<file path="src/rtl/alu_pkg.sv">
// Shared opcodes, FSM encoding, error codes and instruction field positions
// for the ALU issue controller and its register file.
package alu_pkg;

   localparam logic [3:0] ALU_ADD  = 4'd0;
   localparam logic [3:0] ALU_SUB  = 4'd1;
   localparam logic [3:0] ALU_MUL  = 4'd2;
   localparam logic [3:0] ALU_DIV  = 4'd3;
   localparam logic [3:0] ALU_MOD  = 4'd4;
   localparam logic [3:0] ALU_SHL  = 4'd5;
   localparam logic [3:0] ALU_SHR  = 4'd6;
   localparam logic [3:0] ALU_SRA  = 4'd7;
   localparam logic [3:0] ALU_ZERO = 4'd8;
   localparam logic [3:0] ALU_AND  = 4'd9;
   localparam logic [3:0] ALU_OR   = 4'd10;
   localparam logic [3:0] ALU_NOT  = 4'd11;
   localparam logic [3:0] OP_LDI   = 4'd12;

   localparam logic [1:0] ERR_NONE    = 2'd0;
   localparam logic [1:0] ERR_ILLEGAL = 2'd1;
   localparam logic [1:0] ERR_DIV0    = 2'd2;

   localparam int OPC_MSB = 15;
   localparam int OPC_LSB = 12;
   localparam int RD_MSB  = 11;
   localparam int RD_LSB  = 10;
   localparam int RS1_MSB = 9;
   localparam int RS1_LSB = 8;
   localparam int RS2_MSB = 7;
   localparam int RS2_LSB = 6;
   localparam int IMM_MSB = 7;
   localparam int IMM_LSB = 0;

   typedef enum logic [2:0] {
      ST_IDLE,
      ST_DECODE,
      ST_EXEC,
      ST_WB,
      ST_ERR
   } state_t;

   function automatic logic is_illegal(input logic [3:0] opc);
      return opc > OP_LDI;
   endfunction

   function automatic logic needs_nonzero_rs2(input logic [3:0] opc);
      return (opc == ALU_DIV) || (opc == ALU_MOD);
   endfunction

endpackage

</file>
<file path="src/rtl/alu_regfile.sv">
// 4x16 register file: two operand read ports, one debug read port, one write port.
// Reads are combinational; the write lands on the rising edge.
module alu_regfile
   import alu_pkg::*;
(
   input  logic        clk,
   input  logic        rst_n,
   input  logic        wr_vld,
   input  logic [1:0]  wr_addr,
   input  logic [15:0] wr_dat,
   input  logic [1:0]  rd1_addr,
   input  logic [1:0]  rd2_addr,
   input  logic [1:0]  dbg_addr,
   output logic [15:0] rd1_dat,
   output logic [15:0] rd2_dat,
   output logic [15:0] dbg_dat
);

   logic [15:0] rf_q [4];
   logic [15:0] rf_d [4];

   always_comb begin
      rf_d = rf_q;
      if (wr_vld) begin
         rf_d[wr_addr] = wr_dat;
      end
   end

   always_ff @(posedge clk or negedge rst_n) begin
      if (!rst_n) begin
         rf_q <= '{default: '0};
      end else begin
         rf_q <= rf_d;
      end
   end

   assign rd1_dat = rf_q[rd1_addr];
   assign rd2_dat = rf_q[rd2_addr];
   assign dbg_dat = rf_q[dbg_addr];

endmodule

</file>
<file path="src/rtl/alu_issue_ctrl.sv">
// Issue controller feeding a combinational ALU: accept, decode/fault-check, execute, write back.
// Success takes 4 cycles from acceptance to next acceptance, errors take 3; instr_ready is high only in IDLE.
module alu_issue_ctrl
   import alu_pkg::*;
(
   input  logic        clk,
   input  logic        rst_n,
   input  logic        instr_valid,
   output logic        instr_ready,
   input  logic [15:0] instr,
   output logic [15:0] alu_in1,
   output logic [15:0] alu_in2,
   output logic [3:0]  alu_op,
   input  logic [15:0] alu_z,
   output logic        done,
   output logic [15:0] result,
   output logic        err,
   output logic [1:0]  err_code,
   input  logic [1:0]  dbg_addr,
   output logic [15:0] dbg_data
);

   state_t      state_q, state_d;
   logic [15:0] instr_q, instr_d;
   logic [15:0] alu_in1_q, alu_in1_d;
   logic [15:0] alu_in2_q, alu_in2_d;
   logic [3:0]  alu_op_q, alu_op_d;
   logic [15:0] result_q, result_d;
   logic [1:0]  err_code_q, err_code_d;

   logic [3:0]  opc;
   logic [1:0]  rd, rs1, rs2;
   logic [7:0]  imm8;
   logic [15:0] rs1_dat, rs2_dat;

   assign opc  = instr_q[OPC_MSB:OPC_LSB];
   assign rd   = instr_q[RD_MSB:RD_LSB];
   assign rs1  = instr_q[RS1_MSB:RS1_LSB];
   assign rs2  = instr_q[RS2_MSB:RS2_LSB];
   assign imm8 = instr_q[IMM_MSB:IMM_LSB];

   // Write-back is tied to the WB state, so a reset there cancels the write.
   alu_regfile u_regfile (
      .clk      (clk),
      .rst_n    (rst_n),
      .wr_vld   (state_q == ST_WB),
      .wr_addr  (rd),
      .wr_dat   (result_q),
      .rd1_addr (rs1),
      .rd2_addr (rs2),
      .dbg_addr (dbg_addr),
      .rd1_dat  (rs1_dat),
      .rd2_dat  (rs2_dat),
      .dbg_dat  (dbg_data)
   );

   always_comb begin
      state_d    = state_q;
      instr_d    = instr_q;
      alu_in1_d  = alu_in1_q;
      alu_in2_d  = alu_in2_q;
      alu_op_d   = alu_op_q;
      result_d   = result_q;
      err_code_d = err_code_q;
      case (state_q)
         ST_IDLE: begin
            if (instr_valid) begin
               instr_d = instr;
               state_d = ST_DECODE;
            end
         end
         ST_DECODE: begin
            if (is_illegal(opc)) begin
               err_code_d = ERR_ILLEGAL;
               state_d    = ST_ERR;
            end else if (needs_nonzero_rs2(opc) && (rs2_dat == 16'h0000)) begin
               err_code_d = ERR_DIV0;
               state_d    = ST_ERR;
            end else begin
               state_d = ST_EXEC;
               // LDI reuses the ALU adder: imm8 + 0 gives the zero-extended immediate.
               if (opc == OP_LDI) begin
                  alu_op_d  = ALU_ADD;
                  alu_in1_d = {8'h00, imm8};
                  alu_in2_d = 16'h0000;
               end else begin
                  alu_op_d  = opc;
                  alu_in1_d = rs1_dat;
                  alu_in2_d = ((opc == ALU_NOT) || (opc == ALU_ZERO)) ? 16'h0000 : rs2_dat;
               end
            end
         end
         ST_EXEC: begin
            result_d = alu_z;
            state_d  = ST_WB;
         end
         ST_WB:   state_d = ST_IDLE;
         ST_ERR:  state_d = ST_IDLE;
         default: state_d = ST_IDLE;
      endcase
   end

   always_ff @(posedge clk or negedge rst_n) begin
      if (!rst_n) begin
         state_q    <= ST_IDLE;
         instr_q    <= '0;
         alu_in1_q  <= '0;
         alu_in2_q  <= '0;
         alu_op_q   <= '0;
         result_q   <= '0;
         err_code_q <= ERR_NONE;
      end else begin
         state_q    <= state_d;
         instr_q    <= instr_d;
         alu_in1_q  <= alu_in1_d;
         alu_in2_q  <= alu_in2_d;
         alu_op_q   <= alu_op_d;
         result_q   <= result_d;
         err_code_q <= err_code_d;
      end
   end

   assign instr_ready = (state_q == ST_IDLE);
   assign done        = (state_q == ST_WB);
   assign err         = (state_q == ST_ERR);
   assign alu_in1     = alu_in1_q;
   assign alu_in2     = alu_in2_q;
   assign alu_op      = alu_op_q;
   assign result      = result_q;
   assign err_code    = err_code_q;

endmodule

</file>
<file path="config.mk">
export PLATFORM = sky130hd
export DESIGN_NAME = alu_issue_ctrl
export DESIGN_NICKNAME = d
export VERILOG_FILES = /design/src/rtl/alu_pkg.sv /design/src/rtl/alu_regfile.sv /design/src/rtl/alu_issue_ctrl.sv
export SDC_FILE = /design/constraint.sdc
export NUM_CORES = 1
export LEC_CHECK = 0
export CORE_MARGIN = 5
export CORE_UTILIZATION = 45
export CTS_CLUSTER_DIAMETER = 150
export CTS_CLUSTER_SIZE = 28
export DETAILED_ROUTE_END_ITERATION = 8
export PLACE_DENSITY = 0.72
export SLEW_MARGIN = 10
export SYNTH_ARGS = -nofsm -noshare
export SYNTH_HDL_FRONTEND = slang
export SYNTH_SLANG_ARGS = --single-unit
export TNS_END_PERCENT = 20
</file>
<file path="constraint.sdc">
create_clock -name clk -period 2.6 [get_ports clk]
set_input_delay 0.26 -clock clk [delete_from_list [all_inputs] [get_ports clk]]
set_output_delay 0.26 -clock clk [all_outputs]
set_load 0.01 [all_outputs]
</file>
Word-level counts from Yosys, hierarchy flattened:

Index checks and enable logic that the tools add are counted.

* register bits: 137
* input port bits: 37
* output and inout port bits: 73
* word-level logic and storage cells: 65

* mux-type cells: 22
* bitwise gates (word level): 6
* reduce and logical (&&, ||, !) cells: 10
* order comparisons: 6
* equality and inequality tests: 10

Operators by type and width (number)
* $mux 16: 10
* $bmux 16 s2: 3
* $bwmux 64: 1
* $demux 16 s2: 1
* $logic_not 16->1: 1
* $eq 4x4->1 const B: 3
* $ge 3x3->1 const B: 4
* $not 2->3: 4
* $mux 3: 3
* $pmux 3 s3: 1
* $eq 3x2->1 const B: 2
* $eq 4x2->1 const B: 1
* $eq 4x3->1 const B: 1
* $gt 4x4->1 const B: 1
* $mux 2: 2
* $mux 4: 1
* $reduce_and 2->1: 2
* $eq 3x1->1 const B: 1
* $eq 3x3->1 const B: 1
* $logic_not 3->1: 1
* $lt 3x1->1 const B: 1
* $reduce_and 3->1: 1
* $logic_and 1x1->1: 2
* $logic_or 1x1->1: 2
* other kinds (3): 4

Logic depth before layout (Yosys ltp):

* depth after elaboration: 9
* gate-level depth with buffers: 9
* gate-level depth less buffers: 5

Modules after synthesis:

A second synthesis with hierarchy kept.

* cells, all modules: 405
* area, all modules: 6520.0 sq um

Modules (own cells, without submodules)
* alu_regfile: seq. area each 1601.5 sq um, cells an instance 196, times used 1, area each 3555.9 sq um
* alu_issue_ctrl: seq. area each 1826.8 sq um, cells an instance 209, times used 1, area each 2964.1 sq um

Least setup slack after synthesis:

OpenSTA, ideal clock, no wires.

* path kind: reg2reg
* from: register instr_q[6]
* to: register alu_in1_q[5], in the netlist alu_in1[5]
* cell stages (with the launch flop): 10
* setup time: 127 ps
* period minus slack after synthesis: 2531 ps
* data required time: 2473 ps
* path buffers: 4
* slack: 69 ps
* arrival: 2404 ps
* path through: dfrtp_1 > buf_6 > buf_2 > mux4_2 > nor4_1 > and3_1 > a21o_1 > buf_4 > buf_6 > mux2_1

* longest elaborated chain between the ends: 8

Ends and longest elaborated chain
* start, declared: RTL line alu_issue_ctrl.sv:24 `logic [15:0] instr_q, instr_d;`
* start signal, assigned: RTL line alu_issue_ctrl.sv:114 `instr_q <= instr_d;`
* $not 2->3 (not written as such): RTL line alu_regfile.sv:38 `assign rd2_dat = rf_q[rd2_addr];`
* $bmux 16 s2: RTL line alu_regfile.sv:38
* $mux 16 (not written as such) (2 in series): RTL line alu_regfile.sv:38
* $logic_not 16->1: RTL line alu_issue_ctrl.sv:76 `end else if (needs_nonzero_rs2(opc) && (rs2_dat == 16'h0000)) begin`
* $logic_and 1x1->1: RTL line alu_issue_ctrl.sv:76
* $not 1->1 (no line)
* $reduce_and 3->1 (no line)
* end signal, assigned: RTL line alu_issue_ctrl.sv:115 `alu_in1_q <= alu_in1_d;`
* end, declared: RTL line alu_issue_ctrl.sv:25 `logic [15:0] alu_in1_q, alu_in1_d;`

Every way passes these cells. The select of a mux whose other input is x is not followed.
A chain may end at the register's enable or synchronous reset.

Worst setup path in the final report:

* from: register instr_q[6]
* to: register alu_in1_q[2], in the netlist alu_in1[2]

The elaborated chain is that of the path after synthesis.

==> impl_metrics.csv <==
group,metric,value,unit
sta,worstMarginPinSlew,1.092,ns
worst_setup_path,cp_slowest_cell,"or4_4",
die,ioPinCount,110,
sta,hold_slack,0.4144,ns
drt,vias,4290,
drt,viasPerCell,5.958,
clock_tree,cts.sinks,137,
sta,finalCritPeriodShare,97.61,%
cells_and_area,mostFrequentLayoutCell,"dfrtp_1",
run,maxCapViolations,0,
clock_tree,cts-htree-levels,4,
global_routing,grt_max_degree,70,
power_and_ir_drop,p_per_area,1440,nW/um2
sta,min_period,2.538,ns
run_status,status,"finished, final reports clean",
power_and_ir_drop,peakVddDrop,726.7,uV
global_routing,grt_pass1_wl,26100,um
clock_tree,clk_path_buf_depth,2,
cells_and_area,n_antenna_cell,0,
drt,wire_per_inst,23.06,um
worst_setup_path,cp-end-kind,"flip-flop",
drt,first_pass_iters,4,
worst_setup_path,worstPathArrival,2.83,ns
clock_tree,clkLatencyLatePin,0.42,ns
sta,layout_setup_ws,0.06207,ns
synthesis,synth_area_leader_cell,"dfrtp_1",
worst_setup_path,worstSetupStartpointType,"flip-flop",
clock_tree,clkTransAtPathRegs,0.05,ns
die,die_x,129.6,um
clock_tree,cts-root-buf,"clkbuf_16",
hold_path,hp-class,"primary input to async pin",
die,fp.coreArea,13930,um2
worst_setup_path,path_cells,"buf_12, mux4_2, or4_4, nor2_4, a21o_4, clkbuf_16, mux2_2",
placed_design,dp_hpwl,11630,um
cells_and_area,area_growth,33.57,%
die,row_count,43,
worst_setup_path,crit_family,"multiplexers",
synthesis,synth.cell_area,6440,um2
cells_and_area,finalNetCount,564,
global_routing,antenna_found_initial,0,
worst_setup_path,path_max_fanout,6,
placed_design,portBuffers,109,
cells_and_area,drive_gt1_share,43.15,%
sta,relSlewSlack,26.70,%
die,dieArea,16800,um2
synthesis,yosysWarningCount,0,
synthesis,synth_seq_cells,137,
synthesis,synth_seq_area_share,53.23,%
synthesis,syn_nets,435,
drt,wirelength,16610,um
sta,maxClockFrequency,394.0,MHz
global_routing,grt-ovfl-total,0,
synthesis,yosys.cell_types.count,33,
power_and_ir_drop,p_total,12.39,mW
synthesis,syn_area_per_cell,16.18,um2
worst_setup_path,worst-path-buf-inv,2,
global_routing,grt_pass1_vias,4591,
worst_setup_path,crit_path_max_incr_delay,0.57,ns
placed_design,gp_congestion,0.8511,
sta,setup_viol,0,
power_and_ir_drop,power_leakage,3.524,nW
clock_tree,cts_tree,"yes",
synthesis,yosys-top-cells-area,"dfrtp_1 (53%), mux2_2 (19%), mux4_2 (17%), a32o_1 (4.0%), clkbuf_1 (1.2%)",
placed_design,dp_slack,-0.0001008,ns
worst_setup_path,cp.required,2.90,ns
die,die_y,129.6,um
clock_tree,cts_buffers,17,
synthesis,syn_inst,398,
worst_setup_path,crit_type,"flip-flop to flip-flop",
sta,finClkSkew,0.008673,ns
synthesis,yosys.area.top_type_share,53.23,%
sta,hold_viol,0,
global_routing,track_usage,20.71,%
die,start_util,46.22,%
drt,drt_iter0_markers,340,
drt,route.detailed.drc,0,
drt,ant_nets,0,
sta,drv_slew,0,
cells_and_area,final_cell_mix,"dfrtp_1 (136), mux2_2 (110), clkdlybuf4s50_1 (108), mux4_2 (48)",
[final cells by class]
class | instances | area [um2]
Fill cell | 993 | 5333
Sequential cell | 137 | 3430
Multi-Input combinational cell | 228 | 2900
Timing Repair Buffer | 142 | 1428
Clock buffer | 21 | 470.5
Tap cell | 180 | 225.2
Clock inverter | 11 | 145.1
Inverter | 1 | 3.754
[state kept, by name (all words and copies together), names as in the netlist]
signal / cells
alu_in1: 16
alu_in2: 16
alu_op: 4
err_code: 2
instr_q: 16
result: 16
state_q: 3
u_regfile.rf_q: 64
[cell families (layout without fill, tap and decap cells)]
| group | after synthesis | after routing | share of synthesized area, % |
|---|---|---|---|
| compound gates | 36 | 36 | 4.993 |
| xor+xnor | 1 | 1 | 0.1360 |
| buf+inv | 33 | 175 | 2.389 |
| flops | 137 | 137 | 53.23 |
| mux | 161 | 161 | 36.55 |
| simple gates | 30 | 30 | 2.701 |
[cells in the mapped netlist]
master    count
clkbuf_1     20
buf_6         2
o22a_1        1
xnor2_1       1
or3b_2        2
and3b_1       1
or4_1         2
nor4_1        1
nor3_1        4
nand3b_1      2
dfrtp_1     137
o21ai_0       3
buf_1         4
nor3b_1       4
nand2_1       5
nand3_1       1
nor2_1        5
a32o_1       26
a211oi_1      1
o211ai_1      1
and3_1        1
buf_4         3
mux4_2       48
inv_1         1
mux2_2      110
o21ai_1       1
mux2_1        3
buf_2         2
nand2b_1      1
clkbuf_2      1
a21oi_1       2
and2_1        1
a21o_1        1
[path summary, 6_finish.rpt]
check                            from           to  slack [ns]  cells after the start
max in group asynchronous       rst_n  alu_in1[14]        1.47                      3
min in group clk            instr[14]  instr_q[14]        0.43                      3
hold reg to reg            alu_in1[5]   alu_in1[5]        0.49                      1
hold / removal                  rst_n   result[15]        0.41                      2
setup / recovery           instr_q[6]   alu_in1[2]        0.06                      7
setup reg to reg           instr_q[6]   alu_in1[2]        0.06                      7
[layer usage]
metal | wire [um] | global-route usage (%) | up-vias
met4 | 337 | 8.007 | 0
met1 | 6908 | 28.02 | 2258
met3 | 1227 | 4.946 | 26
met2 | 8132 | 32.70 | 176
met5 | 0 | 0 | -
li1 | - | - | 1830
[power by group]
group	leakage [nW]	internal, mW	switching [mW]
Clock	0.295	1.58	0.896
Combinational	1.55	3.49	2.04
Sequential	1.68	3.16	1.22
[through the flow]
stage / area (um2) / util (%) / setup TNS (ns) / cells
after floorplan: 6440 / - / 0 / 398
after global placement: 7860 / 56.41 / 0 / 680
after global routing: 8602 / 61.73 / -0.002118 / 720
final: 8602 / 61.73 / 0 / 720
after CTS: 8488 / 60.91 / 0 / 713
after detailed placement: 7860 / 56.41 / -0.0001008 / 680
[what timing repair did]
item	in CTS	in global routing
setup endpoints to repair	5	24
setup buffers	0	5
endpoints found under the hold margin	66	0
pin swaps	1	2
hold buffers	1	0
resized for setup	1	6
gates cloned	0	2
No activity file was read; power rests on OpenSTA's default activity.
